**src/rtl/uart_receiver.sv**
```systemverilog
// uart_receiver: 8N1 UART receiver with a fixed baud rate derived from clk.
// Samples the middle of each bit after a 2-flop synchronizer, delivers each
// good byte with a one-cycle valid strobe and flags a low stop bit as a
// framing error. A held-low line (break) is reported once and then ignored
// until the line returns high.
// Optional build macro: UART_RX_MAJORITY_EN -- each start/data/stop decision
// becomes a 2-of-3 vote over mid-1, mid and mid+1, one cycle later.

module uart_receiver #(
  parameter int CLK_FREQ  = 100000000,
  parameter int BAUD_RATE = 9600
) (
  input  logic       clk,
  input  logic       rst,
  input  logic       RxD,
  output logic [7:0] data,
  output logic       valid,
  output logic       frame_err,
  output logic       busy
);

  localparam int CNT_DIV  = CLK_FREQ / BAUD_RATE;
  localparam int HALF_DIV = CNT_DIV / 2;
  localparam int CW       = $clog2(CNT_DIV);

  localparam logic [CW-1:0] CNT_LAST  = CW'(CNT_DIV - 1);
  localparam logic [CW-1:0] HALF_LAST = CW'(HALF_DIV - 1);

  typedef enum logic [2:0] {
    S_IDLE,
    S_START,
    S_DATA,
    S_STOP,
    S_BREAK
  } state_e;

  state_e        state_q;
  logic          sync1_q;
  logic          sync2_q;
  logic [CW-1:0] cnt_q;
  logic [2:0]    bit_q;
  logic [7:0]    shift_q;
  logic [7:0]    data_q;
  logic          valid_q;
  logic          frame_err_q;

  logic          rx_s;
  logic          at_mid;   // counter sits on the nominal mid-bit sample point
  logic          smp_stb;  // a bit decision is taken this cycle
  logic          smp_val;  // value of that decision

  assign rx_s = sync2_q;

  // Mid-bit sample point for the current state.
  always_comb begin
    at_mid = 1'b0;
    case (state_q)
      S_START:        at_mid = (cnt_q == HALF_LAST);
      S_DATA, S_STOP: at_mid = (cnt_q == CNT_LAST);
      default:        at_mid = 1'b0;
    endcase
  end

`ifdef UART_RX_MAJORITY_EN
  localparam logic [CW-1:0] HALF_PRE = CW'(HALF_DIV - 2);
  localparam logic [CW-1:0] CNT_PRE  = CW'(CNT_DIV - 2);

  logic pre_q;   // rx_s one cycle before mid
  logic mid_q;   // rx_s at mid
  logic pend_q;  // mid was seen last cycle; vote now with the mid+1 sample
  logic at_pre;

  // Sample point one cycle ahead of mid, and the 2-of-3 vote at mid+1.
  always_comb begin
    at_pre = 1'b0;
    case (state_q)
      S_START:        at_pre = (cnt_q == HALF_PRE);
      S_DATA, S_STOP: at_pre = (cnt_q == CNT_PRE);
      default:        at_pre = 1'b0;
    endcase
    smp_stb = pend_q;
    smp_val = (pre_q & mid_q) | (pre_q & rx_s) | (mid_q & rx_s);
  end

  // Capture the first two votes; the third is the live rx_s at mid+1.
  always_ff @(posedge clk) begin
    if (rst) begin
      pre_q  <= 1'b0;
      mid_q  <= 1'b0;
      pend_q <= 1'b0;
    end else begin
      if (at_pre) pre_q <= rx_s;
      if (at_mid) mid_q <= rx_s;
      pend_q <= at_mid;
    end
  end
`else
  // Single sample taken exactly at mid-bit.
  always_comb begin
    smp_stb = at_mid;
    smp_val = rx_s;
  end
`endif

  // Synchronizer, baud counter, frame FSM and registered strobes.
  always_ff @(posedge clk) begin
    if (rst) begin
      state_q     <= S_IDLE;
      // NOTE: sync flops reset to the idle line level so release from reset
      // cannot look like a start edge.
      sync1_q     <= 1'b1;
      sync2_q     <= 1'b1;
      cnt_q       <= '0;
      bit_q       <= '0;
      shift_q     <= '0;
      data_q      <= '0;
      valid_q     <= 1'b0;
      frame_err_q <= 1'b0;
    end else begin
      sync1_q     <= RxD;
      sync2_q     <= sync1_q;
      // NOTE: strobes default low every cycle so a set below lasts exactly
      // one clock; the later assignment in the case wins.
      valid_q     <= 1'b0;
      frame_err_q <= 1'b0;
      // The bit period restarts at every mid-bit point, so successive samples
      // stay exactly CNT_DIV apart even when the vote lands one cycle later.
      cnt_q       <= at_mid ? '0 : cnt_q + CW'(1);

      case (state_q)
        S_IDLE: begin
          if (!rx_s) begin
            state_q <= S_START;
            cnt_q   <= '0;
          end
        end

        S_START: begin
          if (smp_stb) begin
            if (!smp_val) begin
              state_q <= S_DATA;
              bit_q   <= '0;
            end else begin
              state_q <= S_IDLE;  // too short to be a start bit
            end
          end
        end

        S_DATA: begin
          if (smp_stb) begin
            shift_q[bit_q] <= smp_val;
            if (bit_q == 3'd7) begin
              state_q <= S_STOP;
            end else begin
              bit_q <= bit_q + 3'd1;
            end
          end
        end

        S_STOP: begin
          if (smp_stb) begin
            if (smp_val) begin
              data_q  <= shift_q;
              valid_q <= 1'b1;
              state_q <= S_IDLE;
            end else begin
              frame_err_q <= 1'b1;
              state_q     <= S_BREAK;
            end
          end
        end

        S_BREAK: begin
          if (rx_s) begin
            state_q <= S_IDLE;
            cnt_q   <= '0;
          end
        end

        default: state_q <= S_IDLE;
      endcase
    end
  end

  assign data      = data_q;
  assign valid     = valid_q;
  assign frame_err = frame_err_q;
  assign busy      = (state_q != S_IDLE);

endmodule

```
**config.mk**
```make
export PLATFORM = sky130hd
export DESIGN_NAME = uart_receiver
export DESIGN_NICKNAME = d
export VERILOG_FILES = /design/src/rtl/uart_receiver.sv
export SDC_FILE = /design/constraint.sdc
export NUM_CORES = 1
export LEC_CHECK = 0
export CAP_MARGIN = 10
export CORE_ASPECT_RATIO = 1.5
export CORE_MARGIN = 8
export CORE_UTILIZATION = 35
export DETAILED_ROUTE_END_ITERATION = 8
export PLACE_DENSITY = 0.63
export SLEW_MARGIN = 30
export SYNTH_ARGS = -nofsm -noshare
export SYNTH_HDL_FRONTEND = slang
export SYNTH_SLANG_ARGS = --single-unit
export TNS_END_PERCENT = 50
```
**constraint.sdc**
```tcl
create_clock -name clk -period 3.1 [get_ports clk]
set_clock_uncertainty 0.1 [all_clocks]
set_input_delay 0.465 -clock clk [delete_from_list [all_inputs] [get_ports clk]]
set_output_delay 0.465 -clock clk [all_outputs]
set_load 0.02 [all_outputs]
```
==> results by group, run 1 <==
Run status
  • Status: finished, final reports clean

STA
  • Tmin final: 2.59 ns
  • Tcrit/Tclk final: 0.835
  • Setup TNS: 0 ns
  • Worst slew margin: 0.562
  • Final setup vio count: 0
  • Final Hold Fails: 0
  • Hold_ws: 0.316 ns
  • Unrepaired setup endpoints after global routing: no
  • Slew Viols, Final: 0
  • Fmax: 0.386 GHz
  • Least-Margin Pin Slew: 0.641 ns

Clock network
  • Clock Sinks: 40
  • Maximum root-to-sink buffer count: 2
  • Hold-fix buffers, CTS: 0
  • CTS buffer count: 5
  • Post-CTS sizing: 0
  • Postcts setup bufs: 0
  • Reg clk slew, reported paths: 0.08 ns
  • CTS root buf: clkbuf_8
  • Clock Latency Late Sink: 0.30 ns
  • CTS tree: built
  • H-tree depth: 2

Power and ir drop
  • Cell area power density: 444 mW/mm^2
  • Switching Share: 0.228
  • Logic pwr share: 0.037
  • Leak: 0.754 nW
  • Peak supply drop: 0.281 mV
  • Clock power share: 0.441
  • Seq pwr share: 0.522
  • Power Internal: 0.000777 W
  • P_sw: 0.000230 W

Setup path
  • CP endpoint kind: flop
  • Critical path arrival: 2.66 ns
  • Slowest cell on crit path: or4_1
  • CP max stage delay: 0.83 ns
  • Crit Path Class: flop to flop
  • Reg2reg setup slack: 0.51 ns
  • Worst-path cell chain: ha_1, nand2_1, or4_4, or4_1, mux2i_1
  • WP data required: 3.17 ns
  • Type of origin of the critical path: flop
  • CP Max Fanout: 14

GRT
  • GRT overflow: 0
  • Initial antenna violation count: 0
  • First-pass GRT wire length: 6.96 mm
  • Pin count of the biggest net entering global routing: 18
  • Gr usage total: 0.102
  • Number of global-route vias before repair: 1460

Logic synthesis
  • Yosys warnings: 0
  • Synth async-reset ratio: 0
  • Post-Synthesis Cell Area: 0.00200 sq mm
  • Main synth FF type: dfxtp_1
  • Cell taking the most area after synthesis: dfxtp_1
  • Avg Cell Area, Syn: 9.67 sq um
  • Mapped Nets: 213
  • Register area share after synthesis: 0.400
  • Post-synth EDFFs: 0
  • Post-Syn Instances: 207
  • Post-synthesis cell type count: 44
  • Share of the synthesized area in the top cell type: 0.400
  • Yosys reg bits: 40
  • Top cells by area, synth: dfxtp_1 40%, mux2i_1 9.5%, nand2b_1 6.3%

Place
  • Placer Congestion: 0.779
  • PortBufs: 13
  • Post-DP HPWL: 2.82 mm

Final layout
  • Fin nets: 218
  • Fill count: 535
  • Reg area: 801 sq um
  • # diodes: 0
  • Footprint of the multi-input gates: 0.00112 sq mm
  • Layout area overhead: 13.3%
  • Share of layout cells above drive strength 1: 0.0939

Floorplanning
  • Total Die Area: 0.00845 sq mm
  • Die Y-Extent: 109 microns
  • Core footprint: 0.00549 sq mm
  • Number of cell rows: 33
  • I/O Pins: 14
  • DIE WIDTH: 77.8 microns
  • Initial Util: 0.365

Flow run
  • Max-Cap Viols: 0

Detailed routing
  • Via count: 1522
  • # DRC: 0
  • Routed wire length: 4.11 mm
  • Avg WL per Cell: 14.5 microns
  • Via density per instance: 5.38
  • Drt first pass iters: 4
  • ANT nets after route: 0
  • 1st-iter DRT viols: 78

Hold path
  • Worst hold-check path type: flop to flop
cells in the mapped netlist, types with 2 or more instances:
master      n
clkbuf_1    9
ha_1        3
nand2b_1   20
xnor2_1     6
nand4_1     7
nor4_1      2
nor2_1      7
nand2_1     9
buf_2       4
xor2_1      7
or4b_1      2
nor3b_1     2
a2111oi_0   7
and3_1      4
nor3_1     15
nor4bb_1    3
nand3b_1    4
a2111oi_2   4
nand4b_1    4
dfxtp_1    40
or2_2       2
mux2i_1    19
nand3_1     5
nor2b_1     2
worst max-delay path: cells and delay by family, from the launching register on:
kind,cells,cell delay (ns)
flops,1,0.40
mux,1,0.20
fa+ha+maj,1,0.31
simple gates,3,1.47
registers in the layout, summed over array words and instances (netlist names):
name / cells
frame_err: 1
data: 8
state_q: 3
valid: 1
cnt_q: 14
rx_s: 1
bit_q: 3
shift_q: 8
sync1_q: 1
per-stage QoR:
step / area (sq um) / total power (W) / setup slack (ns) / utilization / cells
global placement: 2150 / 0.000574 / 0.590 / 0.392 / 275
CTS: 2270 / 0.00102 / 0.525 / 0.413 / 283
finish: 2270 / 0.00101 / 0.510 / 0.413 / 283
detailed placement: 2150 / 0.000575 / 0.539 / 0.392 / 275
floorplan: 2000 / 0.000565 / 0.909 / - / 207
global route: 2270 / 0.00105 / 0.388 / 0.413 / 283
worst paths after layout:
kind	cells past startpoint	end	start
worst max-delay path	5	data[6]$_SDFFE_PP0P_	cnt_q[0]$_SDFF_PP0_
worst min-delay path	1	rx_s$_SDFF_PP1_	sync1_q$_SDFF_PP1_
worst max register to register	5	data[6]$_SDFFE_PP0P_	cnt_q[0]$_SDFF_PP0_
worst min register to register	1	rx_s$_SDFF_PP1_	sync1_q$_SDFF_PP1_
power groups by stage:
| stage | registers, W | clock network, W | logic [W] |
|---|---|---|---|
| after floorplan | 0.000534 | 0 | 0.0000313 |
| after global placement | 0.000537 | 0 | 0.0000373 |
| after detailed placement | 0.000537 | 0 | 0.0000375 |
| after CTS | 0.000525 | 0.000454 | 0.0000377 |
| after global routing | 0.000526 | 0.000478 | 0.0000414 |
| final | 0.000525 | 0.000444 | 0.0000374 |
cell usage in the layout (no fill, tap or decap), types with 3 or more instances in the layout:
| master | instances |
|---|---|
| a2111oi_0 | 7 |
| a2111oi_2 | 4 |
| and3_1 | 4 |
| clkbuf_8 | 5 |
| clkdlybuf4s50_1 | 13 |
| dfxtp_1 | 40 |
| ha_1 | 3 |
| mux2i_1 | 19 |
| nand2_1 | 9 |
| nand2b_1 | 20 |
| nand3_1 | 5 |
| nand3b_1 | 4 |
| nand4_1 | 7 |
| nand4b_1 | 4 |
| nor2_1 | 7 |
| nor3_1 | 15 |
| nor4bb_1 | 3 |
| xnor2_1 | 6 |
| xor2_1 | 7 |
logic make-up (layout without fill, tap and decap cells):
| logic type | after synthesis | count (layout) | synth area share |
|---|---|---|---|
| adders and majority gates | 3 | 3 | 0.0188 |
| AOI/OAI and AO/OA | 19 | 19 | 0.0931 |
| muxes | 20 | 20 | 0.101 |
| DFF | 40 | 40 | 0.400 |
| xor gates and xnor gates | 13 | 13 | 0.0569 |
| buffers and inverters | 18 | 24 | 0.0425 |
| and+or+nand+nor | 94 | 94 | 0.288 |
cell type report:
| cell class | count | share of cell area |
|---|---|---|
| timing repair buffer | 15 | 0.0640 |
| multi-input combinational | 149 | 0.492 |
| sequential | 40 | 0.353 |
| clock inverter | 3 | 0.0204 |
| clock buffer | 5 | 0.0303 |
| tap | 70 | 0.0386 |
| inverter | 1 | 0.00165 |
metal layers:
metal	wire length, microns	GRT usage	vias to the layer above
li1	-	-	768
met3	102	0.0247	11
met1	1760	0.110	714
met2	2160	0.182	29
met5	0	0	-
met4	96	0.0542	0
Note: power is estimated with default switching activity, not from simulation.
==> run 2, diff against run 1 <==
Settings changed: PLACE_DENSITY 0.63 to 0.65.
Clock period 3.1 ns to 2.2 ns, I/O delays scaled along.
==> run 2 against run 1 <==
Compared with the run above: wire length grew 5.1%; setup slack lost 0.38 ns; critical path depth is the same; combinational power grew 90%; total power grew 63%; flip-flop and latch count is the same; register-to-register slack lost 0.38 ns; critical path type unchanged; largest power group is now clock.
==> results by group, run 2 (synthesized netlist as in run 1, its figures left out) <==
Run status
  • Status: finished, final reports clean

Setup path
  • WP data required: 2.32 ns
  • Slowest cell on crit path: a2111oi_0
  • Type of origin of the critical path: flop
  • Crit-path leading delay family: simple AND/OR/NAND/NOR gates
  • CP max stage delay: 0.51 ns
  • Path depth of the worst reg2reg path: 5
  • RR Startpoint: cnt_q[4]$_SDFF_PP0_
  • Reg2reg setup slack: 0.14 ns
  • Crit Path Class: flop to flop
  • CP endpoint kind: flop
  • Worst-path cell chain: nor4bb_1, nand2_1, buf_4, a2111oi_0, mux2i_1
  • CP bufs+invs: 1
  • Critical path arrival: 2.19 ns
  • Worst r2r dst: shift_q[3]$_SDFFE_PP0P_
  • CP Max Fanout: 9

Final layout
  • # diodes: 0
  • Share of layout cells above drive strength 1: 0.186
  • Commonest non-fill, non-tap cell in the layout: dfxtp_1
  • Max reg flops: 14
  • Footprint of the multi-input gates: 0.00114 sq mm
  • Register name with the most flops: cnt_q
  • Commonest non-fill, non-tap cells in the layout: 40 x dfxtp_1, 25 x buf_4, 20 x nand2b_1
  • Reg area: 801 sq um
  • Fin nets: 241
  • Fill count: 506
  • Layout area overhead: 25.3%

STA
  • Worst slew margin: 0.638
  • Least-Margin Pin Slew: 0.529 ns
  • Final WS setup: 0.135 ns
  • Unrepaired setup endpoints after global routing: no
  • Fmax: 0.484 GHz
  • Tcrit/Tclk final: 0.939
  • Final setup vio count: 0
  • Final Hold Fails: 0
  • Hold_ws: 0.319 ns
  • Setup TNS: 0 ns
  • Tmin final: 2.06 ns
  • Slew Viols, Final: 0

Detailed routing
  • 1st-iter DRT viols: 61
  • ANT nets after route: 0
  • Drt first pass iters: 4
  • Avg WL per Cell: 14.1 microns
  • # DRC: 0
  • Via density per instance: 5.36
  • Via count: 1641
  • Routed wire length: 4.32 mm

Clock network
  • CTS tree: built
  • CTS root buf: clkbuf_8
  • Maximum root-to-sink buffer count: 2
  • Clock Latency Late Sink: 0.29 ns
  • Reg clk slew, reported paths: 0.08 ns
  • Hold-fix buffers, CTS: 0
  • H-tree depth: 2
  • Clock Sinks: 40
  • Postcts setup bufs: 0
  • Post-CTS sizing: 0
  • CTS buffer count: 5

Floorplanning
  • I/O Pins: 14
  • Total Die Area: 0.00845 sq mm
  • Number of cell rows: 33
  • Initial Util: 0.365
  • Core footprint: 0.00549 sq mm
  • DIE WIDTH: 77.8 microns
  • Die Y-Extent: 109 microns

Hold path
  • Cell count of the worst hold path: 1
  • Hold EP: rx_s$_SDFF_PP1_
  • Hold_sp: sync1_q$_SDFF_PP1_
  • Worst hold-check path type: flop to flop

Power and ir drop
  • Total power: 0.00164 W
  • Leak: 0.908 nW
  • Peak supply drop: 0.354 mV
  • Cell area power density: 653 mW/mm^2

GRT
  • Initial antenna violation count: 0
  • Number of global-route vias before repair: 1633
  • Gr usage total: 0.108
  • First-pass GRT wire length: 7.50 mm
  • Pin count of the biggest net entering global routing: 16
  • GRT overflow: 0

Flow run
  • Max-Cap Viols: 0

Place
  • Pre-CTS setup slack: 0.113 ns
  • Placer Congestion: 0.856
  • Post-DP HPWL: 3.12 mm
  • PortBufs: 13
-- run 2: worst max-delay path by stage --
stage	from	endpoint	slack [ns]	cells past startpoint
after floorplan	cnt_q[0]$_SDFF_PP0_	data[0]$_SDFFE_PP0P_	0.009	7
after global placement	cnt_q[6]$_SDFF_PP0_	bit_q[0]$_SDFFE_PP0P_	0.10	5
after detailed placement	cnt_q[6]$_SDFF_PP0_	bit_q[0]$_SDFFE_PP0P_	0.11	5
after CTS	state_q[2]$_SDFFE_PP0P_	busy	0.002	3
after global routing	state_q[2]$_SDFFE_PP0P_	shift_q[1]$_SDFFE_PP0P_	0.007	4
final	cnt_q[4]$_SDFF_PP0_	shift_q[3]$_SDFFE_PP0P_	0.14	5
-- run 2: layout make-up --
| cell class | instances | share of cell area |
|---|---|---|
| Clock inverter | 3 | 0.0359 |
| Clock buffer | 5 | 0.0274 |
| Sequential cell | 40 | 0.319 |
| Timing Repair Buffer | 38 | 0.128 |
| Tap cell | 70 | 0.0349 |
| Inverter | 1 | 0.00150 |
| Multi-Input combinational cell | 149 | 0.453 |
-- run 2: metal layers --
metal  up-vias  track usage  share of wire
met4         0       0.0786          0.049
met1       778        0.112           0.42
li1        817            -              -
met2        28        0.193           0.51
met3        18       0.0189          0.022
met5         -            0              0
-- run 2: power by group --
group	switching, W	internal [W]	total (W)
Sequential	0.00000547	0.000730	0.000736
Combinational	0.0000379	0.0000333	0.0000712
Clock	0.000265	0.000567	0.000832
Total	0.000308	0.00133	0.00164
-- run 2: metrics by stage --
step,std cells,instance area [sq um],utilization
floorplan,207,2000,-
global placement,298,2330,0.424
detailed placement,298,2330,0.424
CTS,306,2480,0.452
global route,306,2510,0.457
finish,306,2510,0.457
-- run 2: worst register-to-register path: stages (launching register included) --
cell and delay, ns:
dfxtp_1 0.38, nor4bb_1 0.34, nand2_1 0.21, buf_4 0.23
a2111oi_0 0.51, mux2i_1 0.24
==> run 3, diff against run 2 <==
Settings changed: CORE_UTILIZATION 35 to 52, PLACE_DENSITY 0.65 to 0.86.
==> run 3 against run 2 <==
Compared with the run above: critical path depth grew 1; die area decreased by 27%; cell area down 4.8%.
==> results by group, run 3 (synthesized netlist as in run 1, its figures left out) <==
Run status
  • Status: finished, final reports clean

Final layout
  • Register name with the most flops: cnt_q
  • Max reg flops: 14
  • # diodes: 0
  • Fin nets: 238
  • Commonest non-fill, non-tap cell in the layout: dfxtp_1
  • Commonest non-fill, non-tap cells in the layout: 39 x dfxtp_1, 22 x buf_4, 20 x nand2b_1
  • Layout area overhead: 19.3%
  • Share of layout cells above drive strength 1: 0.180

Detailed routing
  • Via density per instance: 5.89
  • Via count: 1625
  • ANT nets after route: 0
  • Max layer used: met4
  • Met1 wire length: 1.67 mm
  • 1st-iter DRT viols: 34
  • Met3 wire length: 130 microns
  • Routed wire length: 4.34 mm
  • Drt first pass iters: 4
  • # DRC: 0
  • DR WL met2: 2.41 mm
  • Avg WL per Cell: 15.7 microns

STA
  • Tmin final: 2.15 ns
  • Setup TNS: 0 ns
  • Hold_ws: 0.316 ns
  • Unrepaired setup endpoints after global routing: yes
  • Final setup vio count: 0
  • Final WS setup: 0.0524 ns
  • Least-Margin Pin Slew: 0.569 ns
  • Final Hold Fails: 0
  • Fmax: 0.466 GHz
  • Slew Viols, Final: 0
  • Worst slew margin: 0.619
  • Tcrit/Tclk final: 0.976

GRT
  • Number of global-route vias before repair: 1672
  • First-pass GRT wire length: 7.55 mm
  • Pin count of the biggest net entering global routing: 17
  • Gr usage total: 0.153
  • Initial antenna violation count: 0
  • GRT overflow: 0

Clock network
  • CTS root buf: clkbuf_8
  • CTS tree: built
  • Hold-fix buffers, CTS: 0
  • Maximum root-to-sink buffer count: 2
  • CTS buffer count: 5
  • Reg clk slew, reported paths: 0.08 ns
  • Clock Latency Late Sink: 0.29 ns
  • H-tree depth: 2
  • Clock Sinks: 40

Setup path
  • Path depth of the worst reg2reg path: 6
  • CP Max Fanout: 13
  • Critical path arrival: 2.27 ns
  • CP endpoint kind: flop
  • Type of origin of the critical path: flop
  • Crit Path Class: flop to flop
  • Reg2reg setup slack: 0.05 ns
  • WP data required: 2.32 ns

Place
  • Post-DP HPWL: 3.09 mm
  • Placer Congestion: 0.832
  • PortBufs: 13
  • Pre-CTS setup slack: -0.0514 ns

Floorplanning
  • Initial Util: 0.544
  • Total Die Area: 0.00613 sq mm
  • DIE WIDTH: 66.7 microns
  • Die Y-Extent: 92.0 microns
  • Core footprint: 0.00368 sq mm
  • I/O Pins: 14
  • Number of cell rows: 27

Hold path
  • Worst hold-check path type: flop to flop
  • Cell count of the worst hold path: 1

Power and ir drop
  • Cell area power density: 543 mW/mm^2
  • Peak supply drop: 0.556 mV
  • Leak: 0.840 nW

Flow run
  • Max-Cap Viols: 0
run 3: final timing paths:
check                             to                start
max          shift_q[7]$_SDFFE_PP0P_  cnt_q[1]$_SDFF_PP0_
min                  rx_s$_SDFF_PP1_   sync1_q$_SDFF_PP1_
max reg2reg  shift_q[7]$_SDFFE_PP0P_  cnt_q[1]$_SDFF_PP0_
min reg2reg          rx_s$_SDFF_PP1_   sync1_q$_SDFF_PP1_
run 3: where the power goes:
group	switching [W]	total, W	internal [W]
Sequential	0.00000604	0.000737	0.000731
Combinational	0.0000361	0.0000659	0.0000299
Clock	0.000271	0.000495	0.000224
Total	0.000313	0.00130	0.000985
run 3: cell type report:
class	instances	area [sq um]
Fill cell	289	1290
Multi-Input combinational cell	149	1140
Sequential cell	40	802
Timing Repair Buffer	35	295
Clock buffer	5	68.8
Tap cell	43	53.8
Clock inverter	3	23.8
Inverter	1	3.75
run 3: per-stage QoR:
| stage | utilization | instance area (sq um) | cells | power (W) |
|---|---|---|---|---|
| 6_report | 0.648 | 2390 | 276 | 0.00130 |
| 5_1_grt | 0.648 | 2390 | 276 | 0.00134 |
| 4_1_cts | 0.642 | 2360 | 276 | 0.00131 |
| 3_5_place_dp | 0.616 | 2270 | 268 | 0.000819 |
| 3_3_place_gp | 0.616 | 2270 | 268 | 0.000817 |
| 2_1_floorplan | - | 2000 | 207 | 0.000796 |
run 3: timing repair:
item,in CTS,in global routing
buffers inserted,0,0
pin swaps,0,0
gates resized for setup,1,6
setup endpoints to repair,1,8
run 3: worst max-delay path, cell delays in order, from the launching register on:
cell       delay, ns
dfxtp_1         0.38
ha_1            0.18
nand2_1         0.06
or4_4           0.42
buf_4           0.21
a2111oi_1       0.48
mux2i_1         0.26
run 3: metal layers:
| layer | GRT usage | vias up |
|---|---|---|
| met2 | 0.282 | 34 |
| met3 | 0.0390 | 12 |
| met5 | 0 | - |
| met4 | 0.0644 | 0 |
| li1 | - | 808 |
| met1 | 0.154 | 771 |
